--- config.mk ---
export PLATFORM = sky130hd
export DESIGN_NAME = minisrc_control_seq
export DESIGN_NICKNAME = d
export VERILOG_FILES = /design/src/rtl/minisrc_control_seq.sv
export SDC_FILE = /design/constraint.sdc
export NUM_CORES = 1
export LEC_CHECK = 0
export CAP_MARGIN = 20
export CORE_ASPECT_RATIO = 0.8
export CORE_UTILIZATION = 25
export DETAILED_ROUTE_END_ITERATION = 10
export SETUP_SLACK_MARGIN = 0.1
export SYNTH_ARGS = -nofsm -noshare
export SYNTH_HDL_FRONTEND = slang
export SYNTH_SLANG_ARGS = --single-unit
--- constraint.sdc ---
create_clock -name Clock -period 1.8 [get_ports Clock]
set_input_delay 0.27 -clock Clock [delete_from_list [all_inputs] [get_ports Clock]]
set_output_delay 0.27 -clock Clock [all_outputs]
set_load 0.1 [all_outputs]
--- src/rtl/minisrc_control_seq.sv ---
// minisrc_control_seq
// Hardwired control sequencer for the Mini SRC datapath. A Start pulse in
// IDLE runs one instruction: fetch (T0-T2), decode IR[31:27], execute
// (T3-T6), then a one-cycle DONE (or ERR for an illegal opcode) before
// returning to IDLE.
//
// Ports:
//   Clock, Clear         rising-edge clock, asynchronous active-high reset
//   Start                begin one instruction (sampled only in IDLE)
//   Step                 single-step advance (only with MINISRC_SINGLE_STEP_EN)
//   IR[31:0]             datapath IR register output
//   Busy, Done, Err      status: not-IDLE, completion pulse, illegal pulse
//   PCout..Rout          bus drive enables (at most one high)
//   Gra, Grb, Grc        register field selects (at most one high)
//   MARin..Read          register load and memory strobes
//   ALUop[NALU-1:0]      one-hot ALU select (0 AND .. 12 NOT)
//
// Configuration macro: MINISRC_SINGLE_STEP_EN adds the Step input; states
// T0-T6 then advance only on edges where Step is high.
module minisrc_control_seq #(
  parameter int OPW  = 5,
  parameter int NALU = 13
) (
  input  logic            Clock,
  input  logic            Clear,
  input  logic            Start,
`ifdef MINISRC_SINGLE_STEP_EN
  input  logic            Step,
`endif
  input  logic [31:0]     IR,
  output logic            Busy,
  output logic            Done,
  output logic            Err,
  output logic            PCout,
  output logic            Zlowout,
  output logic            Zhighout,
  output logic            MDRout,
  output logic            Rout,
  output logic            Gra,
  output logic            Grb,
  output logic            Grc,
  output logic            MARin,
  output logic            Zin,
  output logic            PCin,
  output logic            MDRin,
  output logic            IRin,
  output logic            Yin,
  output logic            LOin,
  output logic            HIin,
  output logic            Rin,
  output logic            IncPC,
  output logic            Read,
  output logic [NALU-1:0] ALUop
);

  typedef enum logic [3:0] {
    S_IDLE, S_T0, S_T1, S_T2, S_T3, S_T4, S_T5, S_T6, S_DONE, S_ERR
  } state_t;

  typedef enum logic [1:0] {
    C_ILL, C_THREE, C_MULDIV, C_UNARY
  } cls_t;

  typedef struct packed {
    logic            busy;
    logic            done;
    logic            err;
    logic            pcOut;
    logic            zlowOut;
    logic            zhighOut;
    logic            mdrOut;
    logic            rOut;
    logic            gra;
    logic            grb;
    logic            grc;
    logic            marIn;
    logic            zIn;
    logic            pcIn;
    logic            mdrIn;
    logic            irIn;
    logic            yIn;
    logic            loIn;
    logic            hiIn;
    logic            rIn;
    logic            incPc;
    logic            read;
    logic [NALU-1:0] aluOp;
  } ctrl_t;

  state_t          state_q, state_d;
  ctrl_t           ctrl_q, ctrl_d;
  cls_t            cls;
  logic [NALU-1:0] aluSel;
  logic [OPW-1:0]  opcode;
  logic            unusedIr;

  assign opcode   = IR[31 -: OPW];
  // Only the opcode field matters to the sequencer; register fields are
  // decoded by the datapath's select-and-encode logic.
  assign unusedIr = ^IR[31-OPW:0];

  // Opcode decode: instruction class plus the ALU select bit it uses.
  always_comb begin
    cls    = C_ILL;
    aluSel = '0;
    case (int'(opcode))
      3:  begin cls = C_THREE;  aluSel[2]  = 1'b1; end
      4:  begin cls = C_THREE;  aluSel[3]  = 1'b1; end
      5:  begin cls = C_THREE;  aluSel[0]  = 1'b1; end
      6:  begin cls = C_THREE;  aluSel[1]  = 1'b1; end
      7:  begin cls = C_THREE;  aluSel[9]  = 1'b1; end
      8:  begin cls = C_THREE;  aluSel[10] = 1'b1; end
      9:  begin cls = C_THREE;  aluSel[6]  = 1'b1; end
      10: begin cls = C_THREE;  aluSel[7]  = 1'b1; end
      11: begin cls = C_THREE;  aluSel[8]  = 1'b1; end
      15: begin cls = C_MULDIV; aluSel[5]  = 1'b1; end
      16: begin cls = C_MULDIV; aluSel[4]  = 1'b1; end
      17: begin cls = C_UNARY;  aluSel[11] = 1'b1; end
      18: begin cls = C_UNARY;  aluSel[12] = 1'b1; end
      default: begin cls = C_ILL; aluSel = '0; end
    endcase
  end

  // Next state. If IR turns illegal after fetch the sequence aborts to ERR,
  // which never asserts any write strobe.
  always_comb begin
    state_d = state_q;
    case (state_q)
      S_IDLE: if (Start) state_d = S_T0;
      S_T0:   state_d = S_T1;
      S_T1:   state_d = S_T2;
      S_T2:   state_d = (cls == C_ILL) ? S_ERR : S_T3;
      S_T3:   state_d = (cls == C_ILL) ? S_ERR : S_T4;
      S_T4: begin
        case (cls)
          C_UNARY: state_d = S_DONE;
          C_ILL:   state_d = S_ERR;
          default: state_d = S_T5;
        endcase
      end
      S_T5: begin
        case (cls)
          C_THREE:  state_d = S_DONE;
          C_MULDIV: state_d = S_T6;
          default:  state_d = S_ERR;
        endcase
      end
      S_T6:   state_d = S_DONE;
      S_DONE: state_d = S_IDLE;
      S_ERR:  state_d = S_IDLE;
      default: state_d = S_IDLE;
    endcase
`ifdef MINISRC_SINGLE_STEP_EN
    if (!Step && (state_q inside {S_T0, S_T1, S_T2, S_T3, S_T4, S_T5, S_T6}))
      state_d = state_q;
`endif
  end

  // Strobes for the state being entered, so the registered outputs line up
  // with the registered state and never glitch between edges.
  always_comb begin
    ctrl_d      = '0;
    ctrl_d.busy = (state_d != S_IDLE);
    case (state_d)
      S_T0: begin
        ctrl_d.pcOut = 1'b1; ctrl_d.marIn = 1'b1;
        ctrl_d.incPc = 1'b1; ctrl_d.zIn   = 1'b1;
      end
      S_T1: begin
        ctrl_d.zlowOut = 1'b1; ctrl_d.pcIn  = 1'b1;
        ctrl_d.read    = 1'b1; ctrl_d.mdrIn = 1'b1;
      end
      S_T2: begin
        ctrl_d.mdrOut = 1'b1; ctrl_d.irIn = 1'b1;
      end
      S_T3: begin
        ctrl_d.rOut = 1'b1;
        case (cls)
          C_THREE:  begin ctrl_d.grb = 1'b1; ctrl_d.yIn = 1'b1; end
          C_MULDIV: begin ctrl_d.gra = 1'b1; ctrl_d.yIn = 1'b1; end
          C_UNARY:  begin ctrl_d.grb = 1'b1; ctrl_d.aluOp = aluSel; ctrl_d.zIn = 1'b1; end
          default:  ctrl_d.rOut = 1'b0;
        endcase
      end
      S_T4: begin
        case (cls)
          C_THREE: begin
            ctrl_d.grc = 1'b1; ctrl_d.rOut = 1'b1;
            ctrl_d.aluOp = aluSel; ctrl_d.zIn = 1'b1;
          end
          C_MULDIV: begin
            ctrl_d.grb = 1'b1; ctrl_d.rOut = 1'b1;
            ctrl_d.aluOp = aluSel; ctrl_d.zIn = 1'b1;
          end
          C_UNARY: begin
            ctrl_d.zlowOut = 1'b1; ctrl_d.gra = 1'b1; ctrl_d.rIn = 1'b1;
          end
          default: ctrl_d.zIn = 1'b0;
        endcase
      end
      S_T5: begin
        case (cls)
          C_THREE:  begin ctrl_d.zlowOut = 1'b1; ctrl_d.gra = 1'b1; ctrl_d.rIn = 1'b1; end
          C_MULDIV: begin ctrl_d.zlowOut = 1'b1; ctrl_d.loIn = 1'b1; end
          default:  ctrl_d.rIn = 1'b0;
        endcase
      end
      S_T6: begin
        ctrl_d.zhighOut = 1'b1; ctrl_d.hiIn = 1'b1;
      end
      S_DONE:  ctrl_d.done = 1'b1;
      S_ERR:   ctrl_d.err  = 1'b1;
      default: ctrl_d.busy = 1'b0;
    endcase
  end

  // State and registered strobes; Clear forces everything low at once.
  always_ff @(posedge Clock or posedge Clear) begin
    if (Clear) begin
      state_q <= S_IDLE;
      ctrl_q  <= '0;
    end else begin
      state_q <= state_d;
      ctrl_q  <= ctrl_d;
    end
  end

  assign Busy     = ctrl_q.busy;
  assign Done     = ctrl_q.done;
  assign Err      = ctrl_q.err;
  assign PCout    = ctrl_q.pcOut;
  assign Zlowout  = ctrl_q.zlowOut;
  assign Zhighout = ctrl_q.zhighOut;
  assign MDRout   = ctrl_q.mdrOut;
  assign Rout     = ctrl_q.rOut;
  assign Gra      = ctrl_q.gra;
  assign Grb      = ctrl_q.grb;
  assign Grc      = ctrl_q.grc;
  assign MARin    = ctrl_q.marIn;
  assign Zin      = ctrl_q.zIn;
  assign PCin     = ctrl_q.pcIn;
  assign MDRin    = ctrl_q.mdrIn;
  assign IRin     = ctrl_q.irIn;
  assign Yin      = ctrl_q.yIn;
  assign LOin     = ctrl_q.loIn;
  assign HIin     = ctrl_q.hiIn;
  assign Rin      = ctrl_q.rIn;
  assign IncPC    = ctrl_q.incPc;
  assign Read     = ctrl_q.read;
  assign ALUop    = ctrl_q.aluOp;

endmodule

==> results.md, run 1 <==
- The flow ran to the end, but the final reports show violations.
- The final reports fail on setup timing.
- The number of clock buffers added by TritonCTS is 5.
- The number of buffer and inverter stages on the critical path is 3.
- The design internal power is 2.84 mW.
- The later pin in the worst-skew pair is clocked with a latency of about 0.29 ns.
- The cell at the root of the clock tree is clkbuf_8.
- The fraction of layout instances using a drive strength above 1 is roughly two thirds.
- Synthesis produced approximately 160 cells.
- By instance count, the cell type seen most on the critical path is buf_6.
- On the worst path, the slowest cell contributes a delay of 0.53 ns.
- The width of the chip is 92.9 um.
- The maximum vdd ir drop is roughly 0.63 mV.
- The number of diodes is 0.
- The routed design could run at a clock period as short as 2.52 ns.
- Setup repair after global routing could not meet its margin everywhere.
- For this run, the top clock speed supported by timing is approximately 0.40 GHz.
- Following the worst setup path forward leads to its endpoint at ALUop[2].
- Of the total power, the share spent switching nets is around half.
- In this run, post-CTS hold repair placed 0 buffers.
- The growth of design area from synthesis to finish is 95.5%.
- Walking the worst path, the cells encountered are buf_8 -> nand2_4 -> or4_4 -> and2_4 -> ha_4 -> or3b_1 -> a21o_1 -> a211oi_4 -> buf_6 -> nand3_4 -> buf_6 -> nor4_4.
- The capture point of the worst reg-to-reg path is Zlowout.
- The count of unique library cells instantiated by Yosys is 47.
- Setup violations remaining at the end of the flow were counted as 31.
- The clock net in this run drives a total of 33 sinks.
- The slowest cell on the critical path is or4_4.
- The first global-routing pass estimated 7960 um of wire.
- Synthesis produced a netlist with a net count of 200.
- The part of the total power dissipated in the clock network is approximately a tenth.
- Registers are responsible for 19.2% of the overall power.
- The number of standard cells in the layout, taps in and fillers out is 350.
- The HPWL reported at the end of detailed placement is 3240 um.
- The reg-to-reg startpoint is state_q[2].
- After detailed routing, the total wire length is between 5000 and 6000 um.
- The pin count of the biggest net entering global routing is 34.
- The most critical setup path has its startpoint at IR[28].
- The detailed router placed between 1500 and 2000 vias in this run.
- The fraction of the yosys area taken by sequential cells is between 40% and 50%.
- Data on the critical path arrives at its endpoint at 2.71 ns.
- After the last flow step, the layout net total stands at roughly 310.
- The kind of cell with the highest combined delay on the critical path is simple AND/OR/NAND/NOR gates.
- Across every metal layer, demand over resource in global routing totals approximately 15%.
- The critical path runs through a total of 12 cells.
- The port buffer count is 42.
- The detail route stage leaves a number of antenna-violating nets equal to 0.
- The number of cells after detailed placement is between 300 and 400.
- The final hold violation count is 0.
- The final worst-path cycle share is 140%.
- The routed length per placed instance is 15.1 um.
- The number of global-route vias before repair is roughly 1600.
- In this run the tightest slew margin relative to its limit is approximately 70%.
- Max-cap violations in this run came to 0.
- The path type of the worst setup path is input pin to register.
- The placer's final routability congestion estimate is between 0.8 and 0.9.
- For this design the ratio of total power to cell area is around 1700 nW/um2.
- The number of antenna violations at the first check in global routing was 0.
- The worst setup path is launched from an input pin.
- The synthesized design devotes to its leading area cell type between 40 and 50% of total area.
- The number of DRC violations after detailed-routing iteration 0 is 83.
- After detailed routing, the number of vias per cell comes to between 4 and 5.
- The cell type with the largest total area after synthesis is dfrtp_1.
- Setup slack on the worst reg-to-reg path comes out at -0.39 ns.
- Dividing the synthesized area by the synthesized cell count gives 10.5 um2.
- The final number of max-transition violations is 0.
- After layout, the worst setup slack is -0.715 ns.
- For the worst setup path, the data required time is around 2.0 ns.
- After clock tree synthesis, the clock-pin slew on the worst setup and hold paths is around 0.070 ns.
- The initialized floorplan defines 26 standard-cell rows.
- The floorplan step defined a die boundary enclosing roughly 6900 um2.
- The clock tree from TritonCTS is yes.
- 70 I/O pins were placed.
- The clock tree synthesis step divided the H-tree into 2 levels.
- Combinational logic burns 70.9% of the power.
- The fraction of the core area covered by cells at the end of the flow is 50.7%.
- For this run, the number of Yosys warnings is 0.
- After floorplanning, the core was sized to cover around 6400 um2.
- The highest fanout seen on the critical path is 5.
- The number of register bits inferred by synthesis is 33.
- After detailed routing, the number of remaining DRC violations is 0.
- For this design the static power due to leakage is around 1.5 nW.
- The path class of the tightest hold or removal check is input pin to register.
- The largest clock skew in the final design is roughly 0.0079 ns.
- The pre-antenna-repair detailed-routing pass consisted of 4 iterations.
- In this run, synthesis inferred 0 flip-flops with an integrated enable.
- The initial utilization of the core area, before any placement, comes to roughly a quarter.
- From bottom edge to top edge, the die measures 74.8 um.
- Ranked by total cell area, the synthesized netlist is headed by dfrtp_1 50%, ha_1 5.3%, nor2_1 3.0%.
- The overflow left after global routing is 0.
- The number of cells on the worst reg-to-reg path is 9.
- The area of the mapped netlist is 1650 um2.
- The worst setup path is captured at a register.
- At the pin with the least slew margin, the transition time is 0.475 ns.
- The clock passes through at most 2 buffers.
- The flip-flop cell with the highest count after synthesis is dfrtp_1.
- The fraction of registers with async set or reset after synthesis is 100%.
- The analysis attributes to net switching a power of 2.69 mW.
- The number of flip-flops under the largest register name is 13.
-- cell type report --
type / count / area (um2)
Inverter: 10 / 47.5
Fill cell: 578 / 3140
Sequential cell: 33 / 826
Tap cell: 84 / 105
Clock inverter: 2 / 10.0
Timing Repair Buffer: 111 / 1060
Multi-Input combinational cell: 104 / 1110
Clock buffer: 6 / 72.6
-- metrics by stage --
| step | hold slack (ns) | setup TNS (ns) | total power [mW] | cell area (um2) | setup WS [ns] |
|---|---|---|---|---|---|
| floorplan | 0.337 | -19.73 | 2.79 | 1760 | -0.915 |
| global placement | 0.695 | -40.25 | 3.68 | 2500 | -1.47 |
| detailed placement | 0.690 | -40.94 | 3.69 | 2500 | -1.52 |
| CTS | 0.287 | -15.25 | 4.99 | 2980 | -0.648 |
| global route | 0.287 | -20.28 | 5.76 | 3230 | -0.798 |
| finish | 0.282 | -18.14 | 5.52 | 3230 | -0.715 |
-- power groups by stage --
stage	clock, mW	sequential [mW]	combinational (mW)
2_1_floorplan	0	1.51	1.28
3_3_place_gp	0	1.05	2.63
3_5_place_dp	0	1.05	2.65
4_1_cts	0.549	1.04	3.40
5_1_grt	0.583	1.08	4.10
6_report	0.547	1.06	3.92
-- worst min path at each step --
stage / startpoint / to / slack (ns) / depth (start not counted)
2_1_floorplan: IR[30] / ALUop[2] / 0.34 / 1
3_5_place_dp: Clear / Done / 0.69 / 3
5_1_grt: IR[31] / ALUop[5] / 0.29 / 3
3_3_place_gp: Clear / Err / 0.69 / 3
6_report: IR[31] / ALUop[5] / 0.28 / 3
4_1_cts: IR[31] / ALUop[5] / 0.29 / 3
-- timing repair --
action / CTS / global route
gates cloned: 1 / 0
setup buffers: 15 / 11
endpoints found under the setup margin: 31 / 31
resized for setup: 82 / 36
hold endpoints to repair: 0 / 0
pin swaps: 26 / 25
-- routing by layer --
metal | up-vias | track usage (%) | part of all wire, %
li1 | 772 | - | -
met3 | 6 | 3.43 | 3.5
met5 | - | 0 | 0
met2 | 41 | 24.8 | 50
met1 | 796 | 20.3 | 45
met4 | 0 | 2.56 | 1.1
-- cells by family (layout without fill, tap and decap cells) --
family                     count (synthesis)  in the layout  synth area share (%)
buffers and inverters                     22            129                  7.03
and+or+nand+nor                           67             68                  23.8
xor gates and xnor gates                   1              1                 0.530
DFF                                       33             33                  49.9
adders and majority gates                  7              7                  5.29
AOI/OAI and AO/OA                         27             27                  12.8
muxes                                      1              1                 0.605
-- Yosys cell counts (all sizes together), types with 5 or more instances --
master and n:
nor2 14, nor3 9, nand2 9, dfrtp 33, nor4 7, ha 7
buf 10, a21oi 6, nand3 6, nand2b 7, o21ai 5, inv 10
-- placed cells by master, fill, tap and decap left out, types with 4 or more instances in the layout --
| master | n |
|---|---|
| buf_4 | 71 |
| buf_8 | 4 |
| nor4_2 | 4 |
| nand2_1 | 5 |
| clkbuf_8 | 5 |
| inv_1 | 4 |
| a21oi_2 | 4 |
| nand2b_1 | 5 |
| nand2_4 | 4 |
| dfrtp_1 | 33 |
| buf_6 | 23 |
| inv_2 | 4 |
| nor2_1 | 10 |
| buf_12 | 9 |
| nor3_4 | 4 |
-- worst min-delay path: stages --
cell and delay, ns:
buf_2 0.10, or4_4 0.12, nor3_1 0.04
Power figures use the tool's default switching activity.
==> run 2: changes to the inputs <==
Settings changed: TNS_END_PERCENT set to 50.
==> run 2 against run 1 <==
  * The flow still finishes with violations (setup timing)
  * Fmax decreased by 0.10%
  * Combinational power decreased by 20%
  * Design area decreased by 11%
  * Setup slack got worse by 0.0025 ns
  * Count of clock-buffer cells in the layout increased by 1
  * Sequential power decreased by 5%
  * Die area unchanged
  * First-iteration DRC count decreased by 54%
  * Sequential cell count unchanged
  * Global-route usage decreased by 2.3 points
  * Critical endpoint unchanged
==> results.md, run 2 (same netlist as run 1, synthesis figures left out) <==
- The initial core utilization is 25.9%.
- The count of unresolved DRC violations after routing is 0.
- The number of flip-flops under the largest register name is 13.
- The minimum period implied by the final worst setup slack is about 2.5 ns.
- The clock transition time at the flip-flop clock pins of the worst setup and hold paths is 0.06 ns.
- The area inside the core boundary is roughly 6400 um2.
- Power comes to 4.67 mW.
- The clock tree from TritonCTS is yes.
- The via density per instance is between 4 and 5.
- The total wirelength of the detailed-routed design is about 4300 um.
- The path category of the worst min-delay check is input pin to register.
- For this run, the post-layout net count is between 200 and 300.
- The number of antenna violations at the first check in global routing is 0.
- In the layout the commonest cells are 74 x buf_4, 33 x dfrtp_1, 12 x nor2_1.
- Setup slack on the critical path of the routed design comes to -0.718 ns.
- The die height is 74.8 um.
- STA classifies the critical path endpoint as a register.
- The congestion estimate from routability-driven global placement came to ~0.86.
- For this design the static power due to leakage is between 1 and 1.5 nW.
- The total cell area at the placement stage is about 2500 um2.
- The wire length of the first global-routing pass is 6840 um.
- Once layout is done, the placed cells without fillers occupy a little under 3000 um2.
- The run finished, with violations left.
- For this design the top-level I/O count stands at 70.
- The number of global-route vias before repair was around 1400.
- The maximum vdd ir drop is around 0.75 mV.
- The final route contains around 1500 vias.
- The worst max-slew margin expressed relative to the limit is about 58%.
- The width of the chip is around 93 um.
- The first TritonRoute pass finished after 4 iterations.
- The repair_antennas step left the layout with diodes totalling 0.
- Buffers inserted during clock tree synthesis total 5.
- The remaining antenna violation count after routing is 0.
- STA puts the critical path data arrival time at roughly 2.7 ns.
- Max-cap violations in this run came to 0.
- The worst setup path is of the input pin to register kind.
- Relative to the synthesized area, the layout overhead comes to 74.8%.
- Summed over all failing endpoints, the final setup total negative slack is -16.28 ns.
- Row generation in the floorplan step produced 26 rows.
- The HPWL reported at the end of detailed placement is between 2000 and 3000 um.
- After detailed routing, the average wire length per cell comes to around 13 um.
- The slew at the pin closest to its max-slew limit is around 0.62 ns.
- Counting tap cells, the placed design contains a total of 318 instances.
- Port buffering added 42 buffers.
- For this design the ratio of total power to cell area is between 1500 and 2000 nW/um2.
- The maximum frequency from static timing analysis is 0.397 GHz.
- Clock latency on the worst-skew pair, taken at its later pin, is about 0.28 ns.
- The final number of max-transition violations is 0.
- The cell at the root of the clock tree is clkbuf_8.
- CTS saw 33 sinks.
- The number of buffers on the longest clock path is 2.
- Global routing used 12.6% of the available tracks.
- The final worst-path cycle share is 140%.
- The pin count of the biggest net entering global routing is 34.
- Across the routed clock network, the largest skew measured is 0.00422 ns.
- The final hold violation count is 0.
- The final reports fail on setup timing.
- Data on the critical path is required at its endpoint by approximately 2.0 ns.
- The floorplan step defined a die boundary enclosing ~6900 um2.
- The fraction of layout instances using a drive strength above 1 is around three fifths.
- The worst slack on hold paths is ~0.27 ns.
- The sort of element at the start of the critical path is an input pin.
- The worst setup slack before clock tree synthesis is -1.50 ns.
- The number of standard cells in the layout, taps in and fillers out is 335.
- The number of DRC violations after detailed-routing iteration 0 is 38.
- The overflow left after global routing is 0.
- The maximum level of the CTS H-tree is 2.
- The final-report setup violation count is 31.
- The most common cell after layout, fill and taps aside is buf_4.
- Along the worst path, the maximum fanout reaches 5.
- Setup repair after global routing could not meet its margin everywhere.
- The fraction of the core area covered by cells at the end of the flow is 45.3%.
[run 2: cell types whose count changed in the layout (fill, tap and decap cells not counted), sizes merged]
cell and delta:
buf -14, clkinv -2, clkdlybuf4s15 +1
[run 2: final timing paths]
path,slack (ns),endpoint,cells after the start,start
min in group asynchronous,0.37,ALUop[3],3,Clear
hold / removal,0.27,ALUop[3],3,IR[28]
setup reg to reg,-0.20,ALUop[2],7,state_q[0]
setup / recovery,-0.72,ALUop[2],12,IR[29]
hold reg to reg,0.72,MDRin,1,state_q[3]
max in group asynchronous,1.14,Rout,3,Clear
[run 2: critical path, cell delays in order]
cell	delay (ns)
buf_2	0.11
inv_2	0.04
or4_4	0.51
and2_4	0.16
ha_4	0.21
or3b_1	0.34
a21o_1	0.22
a211oi_4	0.28
buf_4	0.16
nand3_4	0.12
buf_6	0.16
nor4_4	0.11
[run 2: cell type report]
type / instances / area [um2]
Sequential cell: 33 / 826
Fill cell: 591 / 3480
Tap cell: 84 / 105
Multi-Input combinational cell: 104 / 956
Clock buffer: 7 / 86.3
Timing Repair Buffer: 97 / 876
Inverter: 10 / 42.5
[run 2: report_power, final]
| group | switching, mW | internal [mW] |
|---|---|---|
| combinational | 1.95 | 1.18 |
| sequential | 0.146 | 0.863 |
| clock | 0.232 | 0.303 |
[run 2: what timing repair did]
| action | 4_1_cts | 5_1_grt |
|---|---|---|
| gates resized for setup | 55 | 26 |
| cloned | 1 | 0 |
| setup buffers | 7 | 5 |
| setup endpoints to repair | 31 | 31 |
| hold buffers | 0 | 0 |
| pin swaps | 16 | 13 |
[run 2: metal layers]
metal | part of all wire [%] | vias to the layer above | GRT usage (%)
met2 | 49 | 32 | 19.3
met3 | 3.3 | 2 | 2.42
met5 | 0 | - | 0
met1 | 47 | 710 | 17.9
met4 | 0.70 | 0 | 4.44
li1 | - | 736 | -
==> run 3: changes to the inputs <==
Settings changed: SKIP_CTS_REPAIR_TIMING set to 1.
==> run 3 against run 2 <==
  * The flow still finishes with violations (setup timing)
  * Count of clock-buffer cells in the layout unchanged
  * Via count decreased by 1.4%
  * First-iteration DRC count increased to 2.6 times the previous value
  * Sequential cell count did not move
  * Register-to-register slack improved by 0.06 ns
  * Largest power group unchanged
==> results.md, run 3 (same netlist as run 1, synthesis figures left out) <==
- The run finished, with violations left.
- The checks that failed: setup timing.
- The number of buffers on the longest clock path is 2.
- The cell at the root of the clock tree is clkbuf_8.
- The die area is 6950 um2.
- The power per standard cell area is 1610 nW/um2.
- The via density per instance is between 4 and 5.
- Max-cap violations in this run came to 0.
- The total power consumption of the routed design is between 4 and 5 mW.
- The number of I/O pins is 70.
- In this run, placement finished with an instance count of roughly 320.
- The fraction of layout instances using a drive strength above 1 is 58.5%.
- The pin count of the biggest net entering global routing is 34.
- The finished cells cover around 2800 um2.
- Data on the critical path is required at its endpoint by about 2.0 ns.
- The worst slack on hold paths is approximately 0.27 ns.
- The final layout contains 288 nets.
- Cells fill 44.5% of the core in the end.
- The number of vias in the routed layout is roughly 1500.
- The number of CTS-inserted buffers is 5.
- The final number of max-transition violations is 0.
- Row generation in the floorplan step produced 26 rows.
- The critical path is of the input pin to register type.
- The final worst-path cycle share is 137%.
- The number of standard cells in the layout, taps in and fillers out is 330.
- The clock transition time at the flip-flop clock pins of the worst setup and hold paths is ~0.060 ns.
- At the placement stage, the worst setup path has a slack of -1.50 ns.
- Clock latency on the worst-skew pair, taken at its later pin, is around 0.28 ns.
- The number of antenna violations at the first check in global routing is 0.
- TritonCTS built the clock tree.
- The path class of the tightest hold or removal check is input pin to register.
- The number of global-route vias before repair is between 1000 and 1500.
- The worst path in the final design needs a cycle of 2.47 ns, including I/O delays and setup.
- The register with the most flip-flops in the layout has 13 of them.
- At the pin with the least slew margin, the transition time is around 0.60 ns.
- The wire length of the first global-routing pass is approximately 6300 um.
- The routed length per placed instance is 12.3 um.
- The maximum frequency from static timing analysis is 0.404 GHz.
- After routing, the total negative slack on setup checks comes to -15.91 ns.
- The width of the chip is about 93 um.
- The count of unresolved DRC violations after routing is 0.
- Summed over all nets, the half-perimeter wirelength after detailed placement is approximately 3000 um.
- In the layout the commonest cells are 71 x buf_4, 33 x dfrtp_1, 11 x nor2_1.
- The placed instances occupy a cell area of around 2500 um2.
- For this run the aggregate overflow at the end of global routing stands at 0.
- The routed design has around 4000 um of wire.
- In this run the number of H-tree levels came out at 2.
- The die height is about 75 um.
- Counting every sink on the clock net gives 33.
- The kind of capture point of the worst setup path is a register.
- The sort of element at the start of the critical path is an input pin.
- The remaining antenna violation count after routing is 0.
- The combined global-route utilization of all metal layers is 11.6%.
- The initial core utilization is about a quarter.
- Setup slack on the critical path of the routed design comes to -0.674 ns.
- The repair_antennas step left the layout with diodes totalling 0.
- The highest fanout seen on the critical path is 5.
- The placer's final routability congestion estimate is about 0.86.
- At the worst endpoint, the arrival time is about 2.7 ns.
- The most common cell after layout, fill and taps aside is buf_4.
- On the final layout, the worst clock skew is 0.00429 ns.
- In this run the standard cell core region covers ~6400 um2.
- The growth of design area from synthesis to finish is 71.4%.
- Setup violations remaining at the end of the flow were counted as 30.
- The final hold violation count was 0.
- For this design the static power due to leakage is 1.30 nW.
- The worst max-slew margin expressed relative to the limit is between 50% and 60%.
- The port buffer count is 42.
- VDD sags by at most approximately 0.74 mV.
- The count of TritonRoute iterations in the first routing pass is 6.
- The number of DRC violations after detailed-routing iteration 0 is 100.
- Setup repair after global routing could not meet its margin everywhere.
[run 3: final timing paths]
| check | endpoint | slack (ns) | start | depth (start not counted) |
|---|---|---|---|---|
| max in group asynchronous | IRin | 1.14 | Clear | 3 |
| hold / removal | ALUop[3] | 0.27 | IR[28] | 3 |
| min in group asynchronous | ALUop[3] | 0.36 | Clear | 3 |
| setup / recovery | ALUop[4] | -0.67 | IR[27] | 11 |
| hold reg to reg | MDRin | 0.67 | state_q[3] | 1 |
| setup reg to reg | ALUop[4] | -0.14 | state_q[0] | 6 |
[run 3: final cells by class]
class	count	area (um2)
flip-flops and latches	33	826
fillers	611	3540
multi-input cells	104	948
well taps	84	105
repair buffers	92	826
clock buffers	7	86.3
inverters	10	43.8
[run 3: where the power goes]
group	internal [mW]	total [mW]	switching [mW]	leakage [nW]
Sequential	0.863	1.01	0.146	0.449
Combinational	1.12	3.01	1.89	0.809
Clock	0.303	0.536	0.233	0.0443
Total	2.29	4.55	2.27	1.30
[run 3: critical path: stages]
cell	delay, ns
buf_8	0.08
nand2_4	0.05
or4_4	0.53
and2_4	0.18
ha_4	0.21
or3b_1	0.34
a21o_1	0.21
a211oi_4	0.27
buf_4	0.17
nand3_4	0.12
nor3_1	0.23
[run 3: layer usage]
| metal | wire length [um] | vias up | track usage, % |
|---|---|---|---|
| met5 | 0 | - | 0 |
| li1 | - | 726 | - |
| met1 | 2080 | 701 | 17.1 |
| met3 | 152 | 2 | 2.32 |
| met4 | 28 | 0 | 4.10 |
| met2 | 1800 | 30 | 17.0 |
